$ cat src/rtl/msrv_32_pkg.sv
// -----------------------------------------------------------------------------
// msrv_32_pkg
// Shared definitions for the MSRV integer register file slice:
//   XLEN_DEF / NREG_DEF : default register width and register count
//   ZERO_REG            : index of the hard-wired zero register
//   calc_aw()           : address width for a given register count
// -----------------------------------------------------------------------------
package msrv_32_pkg;

  localparam int XLEN_DEF = 32;
  localparam int NREG_DEF = 32;
  localparam int ZERO_REG = 0;

  // NREG is a power of two in 2..64, so this is exact; 1 is kept as a floor.
  function automatic int calc_aw(input int nreg);
    return (nreg > 1) ? $clog2(nreg) : 1;
  endfunction

endpackage

$ cat src/rtl/msrv_32_mp_integer_file_if.sv
// -----------------------------------------------------------------------------
// msrv_32_mp_integer_file_if
// Bus bundle between the issue/writeback logic and the integer register file.
//   master : issue/writeback side (drives addresses, writes, issue, flush)
//   slave  : register file (returns read data, pending bits, pending count)
// Signals:
//   rs_addr_in   NRP*AW    read addresses, port p at [p*AW +: AW]
//   rs_data_out  NRP*XLEN  read data per port
//   rs_pend_out  NRP       pending flag of the addressed register
//   wr_en_in     NWP       write enables
//   wr_addr_in   NWP*AW    write addresses
//   wr_data_in   NWP*XLEN  write data
//   iss_en_in    1         destination-carrying instruction issues
//   iss_addr_in  AW        destination of the issuing instruction
//   flush_in     1         clear all pending bits
//   pend_cnt_out AW+1      number of pending registers (registered)
// -----------------------------------------------------------------------------
interface msrv_32_mp_integer_file_if
  import msrv_32_pkg::*;
#(
  parameter int XLEN = XLEN_DEF,
  parameter int NREG = NREG_DEF,
  parameter int NRP  = 2,
  parameter int NWP  = 2
);
  localparam int AW = calc_aw(NREG);

  logic [NRP*AW-1:0]   rs_addr_in;
  logic [NRP*XLEN-1:0] rs_data_out;
  logic [NRP-1:0]      rs_pend_out;
  logic [NWP-1:0]      wr_en_in;
  logic [NWP*AW-1:0]   wr_addr_in;
  logic [NWP*XLEN-1:0] wr_data_in;
  logic                iss_en_in;
  logic [AW-1:0]       iss_addr_in;
  logic                flush_in;
  logic [AW:0]         pend_cnt_out;

  modport master (
    output rs_addr_in, wr_en_in, wr_addr_in, wr_data_in,
           iss_en_in, iss_addr_in, flush_in,
    input  rs_data_out, rs_pend_out, pend_cnt_out
  );

  modport slave (
    input  rs_addr_in, wr_en_in, wr_addr_in, wr_data_in,
           iss_en_in, iss_addr_in, flush_in,
    output rs_data_out, rs_pend_out, pend_cnt_out
  );

endinterface

$ cat src/rtl/msrv_32_scoreboard.sv
// -----------------------------------------------------------------------------
// msrv_32_scoreboard
// Per-register pending-write tracker with an incrementally maintained count.
// Ports:
//   ms_risc32_mp_clk_in  clock, rising edge
//   ms_risc32_mp_rst_in  asynchronous active-high reset
//   iss_en_in/iss_addr_in  set request (new producer issued)
//   flush_in               clear everything
//   wr_en_in/wr_addr_in    clear requests (writebacks)
//   pend_out               stored pending vector, bit 0 always 0
//   pend_cnt_out           population count of pend_out
// -----------------------------------------------------------------------------
module msrv_32_scoreboard
  import msrv_32_pkg::*;
#(
  parameter int NREG = NREG_DEF,
  parameter int NWP  = 2,
  parameter int AW   = calc_aw(NREG)
) (
  input  logic              ms_risc32_mp_clk_in,
  input  logic              ms_risc32_mp_rst_in,
  input  logic              iss_en_in,
  input  logic [AW-1:0]     iss_addr_in,
  input  logic              flush_in,
  input  logic [NWP-1:0]    wr_en_in,
  input  logic [NWP*AW-1:0] wr_addr_in,
  output logic [NREG-1:0]   pend_out,
  output logic [AW:0]       pend_cnt_out
);

  localparam logic [AW:0]   CNT_ONE = 1;
  localparam logic [AW-1:0] ZERO_A  = AW'(ZERO_REG);

  logic [NREG-1:0] pend_q, pend_d;
  logic [AW:0]     cnt_q, cnt_d;
  logic [AW-1:0]   clr_addr;

  // Clears are applied before the set so that an issue to the address being
  // written back leaves it pending: the clear decrements, the set re-increments.
  // Only clears of bits that are still set count, so two ports retiring the
  // same register decrement once.
  always_comb begin
    pend_d   = pend_q;
    cnt_d    = cnt_q;
    clr_addr = '0;
    if (flush_in) begin
      pend_d = '0;
      cnt_d  = '0;
    end else begin
      for (int w = 0; w < NWP; w++) begin
        clr_addr = wr_addr_in[w*AW +: AW];
        if (wr_en_in[w] && clr_addr != ZERO_A && pend_d[clr_addr]) begin
          pend_d[clr_addr] = 1'b0;
          cnt_d            = cnt_d - CNT_ONE;
        end
      end
      if (iss_en_in && iss_addr_in != ZERO_A && !pend_d[iss_addr_in]) begin
        pend_d[iss_addr_in] = 1'b1;
        cnt_d               = cnt_d + CNT_ONE;
      end
    end
    pend_d[ZERO_REG] = 1'b0;
  end

  always_ff @(posedge ms_risc32_mp_clk_in or posedge ms_risc32_mp_rst_in) begin
    if (ms_risc32_mp_rst_in) begin
      pend_q <= '0;
      cnt_q  <= '0;
    end else begin
      pend_q <= pend_d;
      cnt_q  <= cnt_d;
    end
  end

  assign pend_out     = pend_q;
  assign pend_cnt_out = cnt_q;

endmodule

$ cat src/rtl/msrv_32_mp_integer_file.sv
// -----------------------------------------------------------------------------
// msrv_32_mp_integer_file
// Multi-port integer register file with pending-write scoreboard.
// NRP combinational read ports, NWP write ports (higher index wins), x0 = 0.
// Ports:
//   ms_risc32_mp_clk_in  clock, rising edge
//   ms_risc32_mp_rst_in  asynchronous active-high reset
//   bus                  msrv_32_mp_integer_file_if.slave (reads, writes,
//                        issue, flush, pending flags and count)
// Build option:
//   MSRV_MP_INTEGER_FILE_FWD_EN  same-cycle write-to-read forwarding; a
//                                forwarded read also reports not pending.
// -----------------------------------------------------------------------------
module msrv_32_mp_integer_file
  import msrv_32_pkg::*;
#(
  parameter int XLEN = XLEN_DEF,
  parameter int NREG = NREG_DEF,
  parameter int NRP  = 2,
  parameter int NWP  = 2
) (
  input logic                       ms_risc32_mp_clk_in,
  input logic                       ms_risc32_mp_rst_in,
  msrv_32_mp_integer_file_if.slave  bus
);

  localparam int            AW     = calc_aw(NREG);
  localparam logic [AW-1:0] ZERO_A = AW'(ZERO_REG);

  logic [XLEN-1:0]     regs_q [NREG];
  logic [NREG-1:0]     pend;
  logic [NRP*XLEN-1:0] rd_data;
  logic [NRP-1:0]      rd_pend;
  logic [AW-1:0]       ra;
  logic [AW-1:0]       wa;

  // Ports are visited in ascending order, so the last (highest-index)
  // assignment to a shared address is the one that lands.
  always_ff @(posedge ms_risc32_mp_clk_in or posedge ms_risc32_mp_rst_in) begin
    if (ms_risc32_mp_rst_in) begin
      for (int i = 0; i < NREG; i++) regs_q[i] <= '0;
    end else begin
      for (int w = 0; w < NWP; w++) begin
        if (bus.wr_en_in[w] && bus.wr_addr_in[w*AW +: AW] != ZERO_A)
          regs_q[bus.wr_addr_in[w*AW +: AW]] <= bus.wr_data_in[w*XLEN +: XLEN];
      end
    end
  end

  always_comb begin
    rd_data = '0;
    rd_pend = '0;
    ra      = '0;
    wa      = '0;
    for (int p = 0; p < NRP; p++) begin
      ra = bus.rs_addr_in[p*AW +: AW];
      if (ra != ZERO_A) rd_data[p*XLEN +: XLEN] = regs_q[ra];
      rd_pend[p] = pend[ra];
`ifdef MSRV_MP_INTEGER_FILE_FWD_EN
      for (int w = 0; w < NWP; w++) begin
        wa = bus.wr_addr_in[w*AW +: AW];
        if (bus.wr_en_in[w] && wa != ZERO_A && wa == ra) begin
          rd_data[p*XLEN +: XLEN] = bus.wr_data_in[w*XLEN +: XLEN];
          rd_pend[p]              = 1'b0;
        end
      end
`endif
    end
  end

  assign bus.rs_data_out = rd_data;
  assign bus.rs_pend_out = rd_pend;

  msrv_32_scoreboard #(
    .NREG (NREG),
    .NWP  (NWP),
    .AW   (AW)
  ) u_scoreboard (
    .ms_risc32_mp_clk_in (ms_risc32_mp_clk_in),
    .ms_risc32_mp_rst_in (ms_risc32_mp_rst_in),
    .iss_en_in           (bus.iss_en_in),
    .iss_addr_in         (bus.iss_addr_in),
    .flush_in            (bus.flush_in),
    .wr_en_in            (bus.wr_en_in),
    .wr_addr_in          (bus.wr_addr_in),
    .pend_out            (pend),
    .pend_cnt_out        (bus.pend_cnt_out)
  );

endmodule

$ cat src/flat_wrapper.sv
// flat-port wrapper written by rule: the top's interface ports become plain ports
module msrv_32_mp_integer_file_flat import msrv_32_pkg::*;
#(
  parameter int XLEN = XLEN_DEF,
  parameter int NREG = NREG_DEF,
  parameter int NRP  = 2,
  parameter int NWP  = 2
)
  (ms_risc32_mp_clk_in, ms_risc32_mp_rst_in, bus_rs_addr_in, bus_wr_en_in, bus_wr_addr_in, bus_wr_data_in, bus_iss_en_in, bus_iss_addr_in, bus_flush_in, bus_rs_data_out, bus_rs_pend_out, bus_pend_cnt_out);
  msrv_32_mp_integer_file_if #(.XLEN(XLEN), .NREG(NREG), .NRP(NRP), .NWP(NWP)) bus_i ();
  input logic ms_risc32_mp_clk_in;
  input logic ms_risc32_mp_rst_in;
  input wire logic [$bits(bus_i.rs_addr_in)-1:0] bus_rs_addr_in;
  input wire logic [$bits(bus_i.wr_en_in)-1:0] bus_wr_en_in;
  input wire logic [$bits(bus_i.wr_addr_in)-1:0] bus_wr_addr_in;
  input wire logic [$bits(bus_i.wr_data_in)-1:0] bus_wr_data_in;
  input wire logic [$bits(bus_i.iss_en_in)-1:0] bus_iss_en_in;
  input wire logic [$bits(bus_i.iss_addr_in)-1:0] bus_iss_addr_in;
  input wire logic [$bits(bus_i.flush_in)-1:0] bus_flush_in;
  output wire logic [$bits(bus_i.rs_data_out)-1:0] bus_rs_data_out;
  output wire logic [$bits(bus_i.rs_pend_out)-1:0] bus_rs_pend_out;
  output wire logic [$bits(bus_i.pend_cnt_out)-1:0] bus_pend_cnt_out;
  assign bus_i.rs_addr_in = bus_rs_addr_in;
  assign bus_i.wr_en_in = bus_wr_en_in;
  assign bus_i.wr_addr_in = bus_wr_addr_in;
  assign bus_i.wr_data_in = bus_wr_data_in;
  assign bus_i.iss_en_in = bus_iss_en_in;
  assign bus_i.iss_addr_in = bus_iss_addr_in;
  assign bus_i.flush_in = bus_flush_in;
  assign bus_rs_data_out = bus_i.rs_data_out;
  assign bus_rs_pend_out = bus_i.rs_pend_out;
  assign bus_pend_cnt_out = bus_i.pend_cnt_out;
  msrv_32_mp_integer_file #(.XLEN(XLEN), .NREG(NREG), .NRP(NRP), .NWP(NWP)) u_core (.ms_risc32_mp_clk_in(ms_risc32_mp_clk_in), .ms_risc32_mp_rst_in(ms_risc32_mp_rst_in), .bus(bus_i));
endmodule
$ cat config.mk
export PLATFORM = sky130hd
export DESIGN_NAME = msrv_32_mp_integer_file_flat
export DESIGN_NICKNAME = d
export VERILOG_FILES = /design/src/rtl/msrv_32_pkg.sv /design/src/rtl/msrv_32_mp_integer_file_if.sv /design/src/rtl/msrv_32_scoreboard.sv /design/src/rtl/msrv_32_mp_integer_file.sv /design/src/flat_wrapper.sv
export SDC_FILE = /design/constraint.sdc
export NUM_CORES = 2
export LEC_CHECK = 0
export BUFFER_PORTS_ARGS = -buffer_cell sky130_fd_sc_hd__buf_2
export CORE_MARGIN = 10
export CORE_UTILIZATION = 33
export CTS_BUF_LIST = sky130_fd_sc_hd__clkbuf_8
export DETAILED_ROUTE_END_ITERATION = 12
export GPL_ROUTABILITY_DRIVEN = 0
export GPL_TIMING_DRIVEN = 0
export PLACE_DENSITY_LB_ADDON = 0.08
export SETUP_SLACK_MARGIN = 0.02
export SKIP_CTS_REPAIR_TIMING = 1
export SYNTH_ARGS = -nofsm -noshare
export SYNTH_HDL_FRONTEND = slang
export SYNTH_SLANG_ARGS = --single-unit
$ cat constraint.sdc
create_clock -name ms_risc32_mp_clk_in -period 41.9 [get_ports ms_risc32_mp_clk_in]
set_input_delay 4.19 -clock ms_risc32_mp_clk_in [delete_from_list [all_inputs] [get_ports ms_risc32_mp_clk_in]]
set_output_delay 4.19 -clock ms_risc32_mp_clk_in [all_outputs]
set_load 0.005 [all_outputs]
==> flow_summary.json <==
{
  "status": "complete, but fails checks",
  "violations": "capacitance limit, slew limit",
  "cts_buffer_depth": 3,
  "rsz0062_at_grt": "false",
  "hpwl_mm": 269.6,
  "antenna_found_initial": 34,
  "fmax_ghz": 0.07644,
  "crit_family": "buffers and inverters",
  "worst_ep_arrival_time_ns": 8.89,
  "synth.area.top_cells": "dfrtp_1 40%, mux4_2 22%, mux2i_1 15%, a21oi_1 4.3%, nor2_1 3.9%",
  "coreArea_um2": 201900,
  "synth.most_common_cell": "dfrtp_1",
  "grt_pass1_vias": 57290,
  "ys_seq_area_share_pct": 39.68,
  "ys_warn_count": 0,
  "fin_total_pwr_mw": 3.580,
  "synth_enable_flop_cells": 0,
  "ant_nets": 0,
  "slew_viol_final": 265,
  "cts_sinks": 1061,
  "finalHoldViolCount": 0,
  "synth_cells": 6147,
  "p_leak_nw": 31.12,
  "start_kind": "input pin",
  "final_layout_size_suffix_gt1_share_pct": 19.05,
  "cts-root-buf": "clkbuf_8",
  "overflow": 0,
  "regArea_um2": 26550,
  "cp_slowest_cell": "clkbuf_1",
  "multi_input_area_um2": 37490,
  "htreeDepth": 4,
  "cap_violations": 28,
  "setup_ws_ns": 28.82,
  "viasPerCell": 6.411,
  "critPathBufInv": 4,
  "hold-worst-slack_ns": 0.4810,
  "min_path_type": "flop to flop",
  "die_x_um": 470.3,
  "dp_slack_ns": 29.01,
  "fin_setup_tns_ns": 0,
  "ys.flop_type": "dfrtp_1",
  "die_height_um": 470.3,
  "synth_fp_nets": 6245,
  "grt_use_total_pct": 32.84,
  "yosys-top-cells-count": "1061 x dfrtp_1, 992 x mux2i_1, 699 x nor2_1",
  "cp-end-kind": "output port",
  "fillerInstances": 20270,
  "io_buffers": 154,
  "cp_cell_sequence": "clkbuf_1, clkbuf_1, clkbuf_1, mux4_2, mux4_2, mux2i_1, nor2_1, buf_2",
  "setup_violations": 0,
  "cts_buffers": 209,
  "peakVddDrop_v": 0.00004084,
  "path_clk_slew_ns": 0.06,
  "first_pass_iters": 6,
  "design_area_um2": 76060,
  "first_iter_violations": 8827,
  "cpPeakStageDelay_ns": 1.16,
  "finalCritPeriodShare_pct": 31.22,
  "grt_max_degree": 116,
  "routed_wl_mm": 376.4,
  "syn_to_final_growth_pct": 13.68,
  "async_flop_share_pct": 100.0,
  "final_nets": 6648,
  "row_count": 165,
  "vias": 60270,
  "initial_core_util_pct": 33.14,
  "ys_types": 80,
  "relSlewSlack_pct": -11.70,
  "synth_area_per_cell_um2": 10.88,
  "pwr_density_cell_nw_per_um2": 47.07,
  "io_pins": 167,
  "grt_pass1_wl_mm": 506.5,
  "die_area_um2": 221200,
  "clkLatencyLatePin_ns": 1.04,
  "wire_per_inst_um": 40.05,
  "drc": 0,
  "critPathMaxFanout": 10,
  "worst_pin_slew_ns": 1.675,
  "ys_ff_latch": 1061,
  "synthesis.area_um2": 66910,
  "critPathRequiredTime_ns": 37.71,
  "cts_tree": "built",
  "place_area_um2": 71730,
  "fin_skew_ns": 0.05074,
  "min_period_ns": 13.08,
  "critPathKind": "input pin to output port",
  "synth_top_cell_area_share_pct": 39.68,
  "yosysTopAreaCell": "dfrtp_1",
  "cp_common_cell": "clkbuf_1"
}
## worst register-to-register path, stage by stage (launching register included)
cell and delay (ns):
dfrtp_1 0.51, mux2_4 0.32, and3_4 0.18, nor4_4 0.33, nand4_4 0.31, and2_1 0.29
buf_6 0.14, o21ai_0 0.43, ha_1 0.25, nand2_1 0.06, or4_1 0.49, xor2_1 0.23
nand4_1 0.11, or3_1 0.36, mux2_4 0.31
## state kept, by name, summed over array words and instances (netlist names)
signal / cells
u_core.regs_q: 1024
u_core.u_scoreboard.pend_cnt_out: 6
u_core.u_scoreboard.pend_out: 31
## through the flow
step                util (%)  std cells
global placement       35.18       8973
CTS                    37.56       9368
floorplan                  -       6147
finish                 37.67       9400
detailed placement     35.53       9003
global route           37.65       9380
## worst paths after layout
path	from	to	slack [ns]	cells after the start
setup / recovery	bus_rs_addr_in[1]	bus_rs_data_out[6]	28.82	8
hold / removal	u_core.regs_q[992]	u_core.regs_q[992]	0.48	1
setup reg to reg	u_core.u_scoreboard.pend_out[19]	u_core.u_scoreboard.pend_cnt_out[5]	37.47	14
hold reg to reg	u_core.regs_q[992]	u_core.regs_q[992]	0.48	1
max in group asynchronous	ms_risc32_mp_rst_in	u_core.regs_q[1017]	36.32	6
min in group asynchronous	ms_risc32_mp_rst_in	u_core.regs_q[66]	3.22	2
## layout by cell type (no fill, tap or decap), types with 7 or more instances in the layout
cell	instances
buf_2	197
nand4_1	18
a21boi_0	9
inv_1	90
clkbuf_2	44
nand2_1	582
mux4_2	661
buf_16	14
buf_6	8
nand3_1	27
nor3_1	17
and2_1	8
o21ai_0	475
nor2_2	16
a31oi_1	41
o21bai_1	8
or3_1	10
dfrtp_1	1061
nor2_1	686
diode_2	24
mux2i_1	992
clkbuf_8	263
nand2b_1	8
clkbuf_1	586
a21oi_1	577
a32oi_1	45
mux2_2	7
nor2b_1	12
clkinv_2	11
buf_1	78
buf_8	18
## logic make-up (layout without fill, tap and decap cells)
kind of cell | Yosys count | count (layout) | synth area share, %
mux | 1662 | 1662 | 37.25
simple gates | 1428 | 1428 | 8.634
compound gates | 1216 | 1216 | 9.833
flops | 1061 | 1061 | 39.68
buf+inv | 766 | 1323 | 4.368
xor+xnor | 11 | 11 | 0.1720
fa+ha+maj | 3 | 3 | 0.05611
other cells | 0 | 24 | 0
## power by group
group / switching [mW] / internal [mW]
combinational: 0.494 / 0.499
sequential: 0.210 / 1.28
clock: 0.530 / 0.564
total: 1.23 / 2.35
## final cells by class
class,count,area share (%)
well taps,2672,4.396
clock buffers,263,4.759
inverters,12,0.06909
plain buffers,754,3.894
multi-input cells,4320,49.29
diodes,24,0.07896
flip-flops and latches,1061,34.91
clock inverters,102,0.6284
repair buffers,192,1.982
## per-layer routing
layer	share of wire, %	vias up	track usage (%)
met5	0.076	-	0.3459
met4	5.6	26	15.74
met3	12	965	10.91
met2	43	4260	48.18
met1	40	31560	43.44
li1	-	23450	-
No activity file was read; power rests on OpenSTA's default activity.
